<file path="src/rtl/sprite_blitter_pkg.sv">
// sprite_blitter_pkg
//   Shared constants and types for the sprite blitter slice.
//   - DEF_SCREEN_W / DEF_SCREEN_H : visible raster (160x120); DEF_SCREEN_W
//     is also the background ROM row pitch.
//   - DEF_KEY_COLOUR             : sprite colour treated as transparent.
//   - DEF_SPR_W / DEF_SPR_H      : default sprite footprint.
//   - blit_state_t               : draw FSM states.
//   - blit_stage_t               : one-deep pixel pipeline register contents.
package sprite_blitter_pkg;

    localparam int unsigned DEF_SCREEN_W   = 160;
    localparam int unsigned DEF_SCREEN_H   = 120;
    localparam logic [23:0] DEF_KEY_COLOUR = 24'hFFFFFF;
    localparam int unsigned DEF_SPR_W      = 12;
    localparam int unsigned DEF_SPR_H      = 16;

    typedef enum logic [1:0] {
        ST_IDLE,
        ST_ISSUE,
        ST_DRAIN,
        ST_FINISH
    } blit_state_t;

    typedef struct packed {
        logic       valid;
        logic       clip;
        logic [7:0] x;
        logic [7:0] y;
    } blit_stage_t;

endpackage

</file>
<file path="src/rtl/sprite_blitter_counter.sv">
// blit_counter
//   Raster scan counter over a SPR_W x SPR_H footprint.
//   Ports:
//     clk, resetn : clock, synchronous active-low reset
//     clear       : force col/row to 0 (takes priority over advance)
//     advance     : step one pixel in raster order, wrapping col into row
//     col, row    : current pixel within the sprite
//     last        : high while (col,row) is the final pixel
module blit_counter
    import sprite_blitter_pkg::*;
#(
    parameter int unsigned SPR_W = DEF_SPR_W,
    parameter int unsigned SPR_H = DEF_SPR_H
) (
    input  logic       clk,
    input  logic       resetn,
    input  logic       clear,
    input  logic       advance,
    output logic [7:0] col,
    output logic [7:0] row,
    output logic       last
);

    logic col_end;
    logic row_end;

    assign col_end = (col == 8'(SPR_W - 1));
    assign row_end = (row == 8'(SPR_H - 1));
    assign last    = col_end && row_end;

    always_ff @(posedge clk) begin
        if (!resetn) begin
            col <= '0;
            row <= '0;
        end else if (clear) begin
            col <= '0;
            row <= '0;
        end else if (advance) begin
            if (col_end) begin
                col <= '0;
                row <= row_end ? '0 : row + 8'd1;
            end else begin
                col <= col + 8'd1;
            end
        end
    end

endmodule

</file>
<file path="src/rtl/sprite_blitter.sv">
// sprite_blitter
//   Walks one SPR_W x SPR_H sprite at a latched screen position, reading the
//   sprite ROM and the stage-background ROM (both 1-cycle registered latency),
//   and emits one x/y/colour/plot beat per pixel. Sprite pixels equal to
//   KEY_COLOUR, or every pixel in erase mode, take the background colour.
//   Ports:
//     CLOCK_50, resetn   : clock, synchronous active-low reset
//     start, erase       : request pulse (IDLE only) and mode, latched together
//     pos_x, pos_y       : sprite top-left, latched with start
//     busy, done         : operation in progress / one-cycle completion pulse
//     spr_addr, spr_data : sprite ROM port (row*SPR_W + col)
//     bg_addr, bg_data   : background ROM port ((pos_y+row)*SCREEN_W + pos_x+col)
//     x, y, colour, plot : VGA adapter write beat
module sprite_blitter
    import sprite_blitter_pkg::*;
#(
    parameter int unsigned SPR_W      = DEF_SPR_W,
    parameter int unsigned SPR_H      = DEF_SPR_H,
    parameter int unsigned SCREEN_W   = DEF_SCREEN_W,
    parameter int unsigned SCREEN_H   = DEF_SCREEN_H,
    parameter logic [23:0] KEY_COLOUR = DEF_KEY_COLOUR
) (
    input  logic        CLOCK_50,
    input  logic        resetn,
    input  logic        start,
    input  logic        erase,
    input  logic [7:0]  pos_x,
    input  logic [7:0]  pos_y,
    output logic        busy,
    output logic        done,
    output logic [14:0] spr_addr,
    input  logic [23:0] spr_data,
    output logic [14:0] bg_addr,
    input  logic [23:0] bg_data,
    output logic [7:0]  x,
    output logic [7:0]  y,
    output logic [23:0] colour,
    output logic        plot
);

    blit_state_t state;
    blit_stage_t stage;

    logic [7:0]  lat_x;
    logic [7:0]  lat_y;
    logic        lat_erase;

    logic [7:0]  col;
    logic [7:0]  row;
    logic        last;
    logic        cnt_clear;
    logic        cnt_advance;

    logic [8:0]  px;
    logic [8:0]  py;
    logic        clip;
    logic [14:0] spr_lin;
    logic [14:0] bg_lin;
    logic        issuing;

    assign issuing     = (state == ST_ISSUE);
    assign cnt_clear   = (state == ST_IDLE) && start;
    assign cnt_advance = issuing;

    blit_counter #(
        .SPR_W (SPR_W),
        .SPR_H (SPR_H)
    ) u_counter (
        .clk     (CLOCK_50),
        .resetn  (resetn),
        .clear   (cnt_clear),
        .advance (cnt_advance),
        .col     (col),
        .row     (row),
        .last    (last)
    );

    // Screen coordinates carry a ninth bit so positions near the right or
    // bottom edge clip instead of wrapping back onto the screen.
    assign px   = {1'b0, lat_x} + {1'b0, col};
    assign py   = {1'b0, lat_y} + {1'b0, row};
    assign clip = (px >= 9'(SCREEN_W)) || (py >= 9'(SCREEN_H));

    assign spr_lin = 15'(row) * 15'(SPR_W) + 15'(col);
    assign bg_lin  = 15'(py) * 15'(SCREEN_W) + 15'(px);

    // Addresses are presented combinationally during ISSUE so the ROMs'
    // registered data lines up with the pipeline stage one cycle later.
    assign spr_addr = issuing ? spr_lin : '0;
    assign bg_addr  = (issuing && !clip) ? bg_lin : '0;

    assign plot   = stage.valid && !stage.clip;
    assign x      = stage.x;
    assign y      = stage.y;
    assign colour = !plot ? '0 :
                    (lat_erase || (spr_data == KEY_COLOUR)) ? bg_data : spr_data;

    always_ff @(posedge CLOCK_50) begin
        if (!resetn) begin
            state     <= ST_IDLE;
            busy      <= 1'b0;
            done      <= 1'b0;
            stage     <= '0;
            lat_x     <= '0;
            lat_y     <= '0;
            lat_erase <= 1'b0;
        end else begin
            case (state)
                ST_IDLE: begin
                    done        <= 1'b0;
                    stage.valid <= 1'b0;
                    if (start) begin
                        lat_x     <= pos_x;
                        lat_y     <= pos_y;
                        lat_erase <= erase;
                        busy      <= 1'b1;
                        state     <= ST_ISSUE;
                    end
                end
                ST_ISSUE: begin
                    stage <= '{valid: 1'b1, clip: clip, x: px[7:0], y: py[7:0]};
                    if (last) begin
                        state <= ST_DRAIN;
                    end
                end
                ST_DRAIN: begin
                    stage.valid <= 1'b0;
                    done        <= 1'b1;
                    state       <= ST_FINISH;
                end
                ST_FINISH: begin
                    done  <= 1'b0;
                    busy  <= 1'b0;
                    state <= ST_IDLE;
                end
                default: begin
                    state <= ST_IDLE;
                end
            endcase
        end
    end

endmodule
</file>
<file path="config.mk">
export PLATFORM = sky130hd
export DESIGN_NAME = sprite_blitter
export DESIGN_NICKNAME = d
export VERILOG_FILES = /design/src/rtl/sprite_blitter_pkg.sv /design/src/rtl/sprite_blitter_counter.sv /design/src/rtl/sprite_blitter.sv
export SDC_FILE = /design/constraint.sdc
export NUM_CORES = 1
export LEC_CHECK = 0
export ABC_AREA = 1
export CAP_MARGIN = 20
export CORE_MARGIN = 1.5
export CORE_UTILIZATION = 45
export DETAILED_ROUTE_END_ITERATION = 7
export GPL_TIMING_DRIVEN = 0
export PLACE_DENSITY_LB_ADDON = 0.15
export SLEW_MARGIN = 10
export SYNTH_ARGS = -nofsm -noshare
export SYNTH_HDL_FRONTEND = slang
export SYNTH_SLANG_ARGS = --single-unit
</file>
<file path="constraint.sdc">
create_clock -name CLOCK_50 -period 11.1 [get_ports CLOCK_50]
set_clock_uncertainty 0.05 [all_clocks]
set_input_delay 2.775 -clock CLOCK_50 [delete_from_list [all_inputs] [get_ports CLOCK_50]]
set_output_delay 2.775 -clock CLOCK_50 [all_outputs]
set_load 0.005 [all_outputs]
</file>
==> results.ini <==
[final_layout]
fin_nets=1041
final_cells=1054
area_growth_syn_to_layout_pct=33.2
design_area_um2=6730
final_core_util_pct=61.8
drive_gt1_share_pct=8.10
num_antenna_cells=0

[grt]
gr-usage-all-layers_pct=24.2
grt_pass1_wl_um=22900
overflow=0
grt_pass1_vias=5016
grtUsageMet2_pct=44.5
use_met3_pct=2.87
busiest_layer=met2
grt_max_degree=17
grtUsageMet1_pct=29.3
antenna_found_initial=0

[power]
power.total_mw=1.04
leakage_nw=3.20
p_per_area_nw_per_um2=154
peakVddDrop_mv=0.0841

[synth]
yosys.area_share.simple_pct=31.7
seq_area_frac_synth_pct=21.8
synthAdderAreaFrac_pct=15.7
synth.top_cell.area_share_pct=21.8
synth-compound-area-share_pct=14.8
synth.avg_cell_area_um2=6.59
synth_top_area_cell=dfxtp_1
muxShareOfSynthArea_pct=0
ys_ff_latch=55
synth-edff-count=0
synthDistinctLibCells=41
syn_inst=767
async_reset_ff_share_pct=0
netlist_area_um2=5060
synth.most_common_cell=nor2_1
netlist_top_cells_area=dfxtp_1 (22%), ha_1 (13%), nor2_1 (10%), nand2_1 (8.4%), inv_1 (7.6%)
synthTopCellsByCount=nor2_1 (139), nand2_1 (113), inv_1 (102), o21ai_0 (68), dfxtp_1 (55)
yosys_warnings=0
synth_top_family_by_area=simple AND/OR/NAND/NOR gates
synth_ff_type=dfxtp_1
synth_xor_area_share_pct=3.46

[route]
drt_pre_antenna_iters=5
drtIter0Drc=195
vias=5310
wirelength_um=14200
drc=0
wire_per_inst_um=13.4
ant_nets=0
viasPerCell=5.04

[cts]
cts_resized=0
htreeDepth=2
cts_tree=done
insertion_delay_ns=0.32
clock_sinks=55
clk_pin_slew_ns=0.09
postCtsSetupBuffers=0
hold_buffers=0
cts_buffers=5
clockBufferDepth=2
clock-root-buffer=clkbuf_8

[floorplan]
pin_count=141
rows=38
placeableCoreArea_um2=10900
die_area_um2=11900
die_h_um=109
die_x_um=109
initial_utilization_pct=46.4

[critical_path]
cp-start-kind=input port
endpoint_kind=output port
setup.worst_path.class=input port to output port
crit_required_ns=8.28
cp.arrival_ns=5.11
critical_path.max_fanout=10
regToRegStartpoint=u_counter.row[0]
r2r-end=stage[16]
reg2reg_slack_ns=8.89
reg2regPathDepth=10

[timing]
fin_ws_ns=3.17
maxSlewHeadroom_pct=57.5
min_period_ns=7.93
fin_crit_sh_pct=71.5
drv_slew=0
holdWs_ns=0.405
setup_viol=0
finalHoldViolCount=0
worstMarginPinSlew_ns=0.637
rsz0062_at_grt=no
clock.fmax_ghz=0.126
setup_tns_ns=0

[place]
place_area_um2=6620
dp_hpwl_um=11900
place_ws_ns=3.14
io_buffers=138
gp_congestion=0.903
dp_cells=1046

[worst_hold_path]
holdCritStartpoint=done
hold_depth=2
whs_endpoint=done
hold_path_class=flip-flop to flip-flop

[run_status]
status=finished, final reports clean

[job]
cap_violations=0

-- worst max-delay path, stage by stage --
cell             delay [ns]
clkdlybuf4s50_1        0.49
nand4_1                0.11
nor4_1                 0.34
nand2_1                0.09
nand2_1                0.17
clkbuf_1               0.31
o21ai_0                0.15
nor2_1                 0.13
clkdlybuf4s50_1        0.53
-- layout by cell type, fill, tap and decap left out, drive strengths merged --
cell	synthesis	layout
a21oi	45	45
bufinv	0	1
buf	22	22
or2	3	3
o21ai	69	69
nor3	7	7
inv	106	106
conb	1	2
clkbuf	15	21
o211ai	9	9
xor2	14	14
a21o	3	3
a31oi	3	3
nand2	129	129
o31ai	2	2
fa	6	6
nand3	36	36
o21a	1	1
xnor2	6	6
clkdlybuf4s50	0	138
ha	54	54
nand3b	1	1
nand4	19	19
a211oi	1	1
o21bai	3	3
clkinv	1	2
nor4	1	1
nor2	154	154
dfxtp	55	55
nor3b	1	1
-- routing by layer --
layer  routed length [um]  up-vias
met5                    0        -
met4                  281        0
met3                  718       19
met2                 6870      138
met1                 6290     2405
li1                     -     2748
-- final cells by class --
cell class / instances / area, um^2
well taps: 140 / 175
clock inverters: 2 / 35.0
clock buffers: 6 / 82.6
multi-input cells: 569 / 3330
fillers: 1035 / 4150
inverters: 107 / 404
repair buffers: 138 / 1380
flip-flops and latches: 55 / 1100
plain buffers: 37 / 224
-- worst max path at each step --
stage                 end  slack, ns   startpoint  cells past startpoint
2_1_floorplan  colour[10]       4.52  spr_data[7]                      8
3_3_place_gp    colour[9]       3.24  spr_data[7]                      9
3_5_place_dp   colour[21]       3.14  spr_data[3]                      9
4_1_cts        colour[21]       3.13  spr_data[3]                      9
5_1_grt        colour[21]       2.97  spr_data[7]                      9
6_report       colour[21]       3.17  spr_data[3]                      9
-- state kept, by name, indices dropped and copies added (netlist names) --
register and flops:
lat_erase 1, busy 1, stage 2, state 2
lat_y 8, done 1, y 8, u_counter.row 8
x 8, lat_x 8, u_counter.col 8
-- logic make-up after synthesis --
logic type,Yosys count
XOR/XNOR,20
buffers and inverters,144
adder cells (fa/ha/maj),60
AO/OA/AOI/OAI,136
flip-flops,55
other,1
AND/OR/NAND/NOR,351
-- report_power, final --
| part | internal, mW | switching (mW) | total [mW] |
|---|---|---|---|
| Clock | 0.0731 | 0.0677 | 0.141 |
| Sequential | 0.247 | 0.0342 | 0.281 |
| Combinational | 0.286 | 0.329 | 0.615 |
No activity file was read; power rests on OpenSTA's default activity.
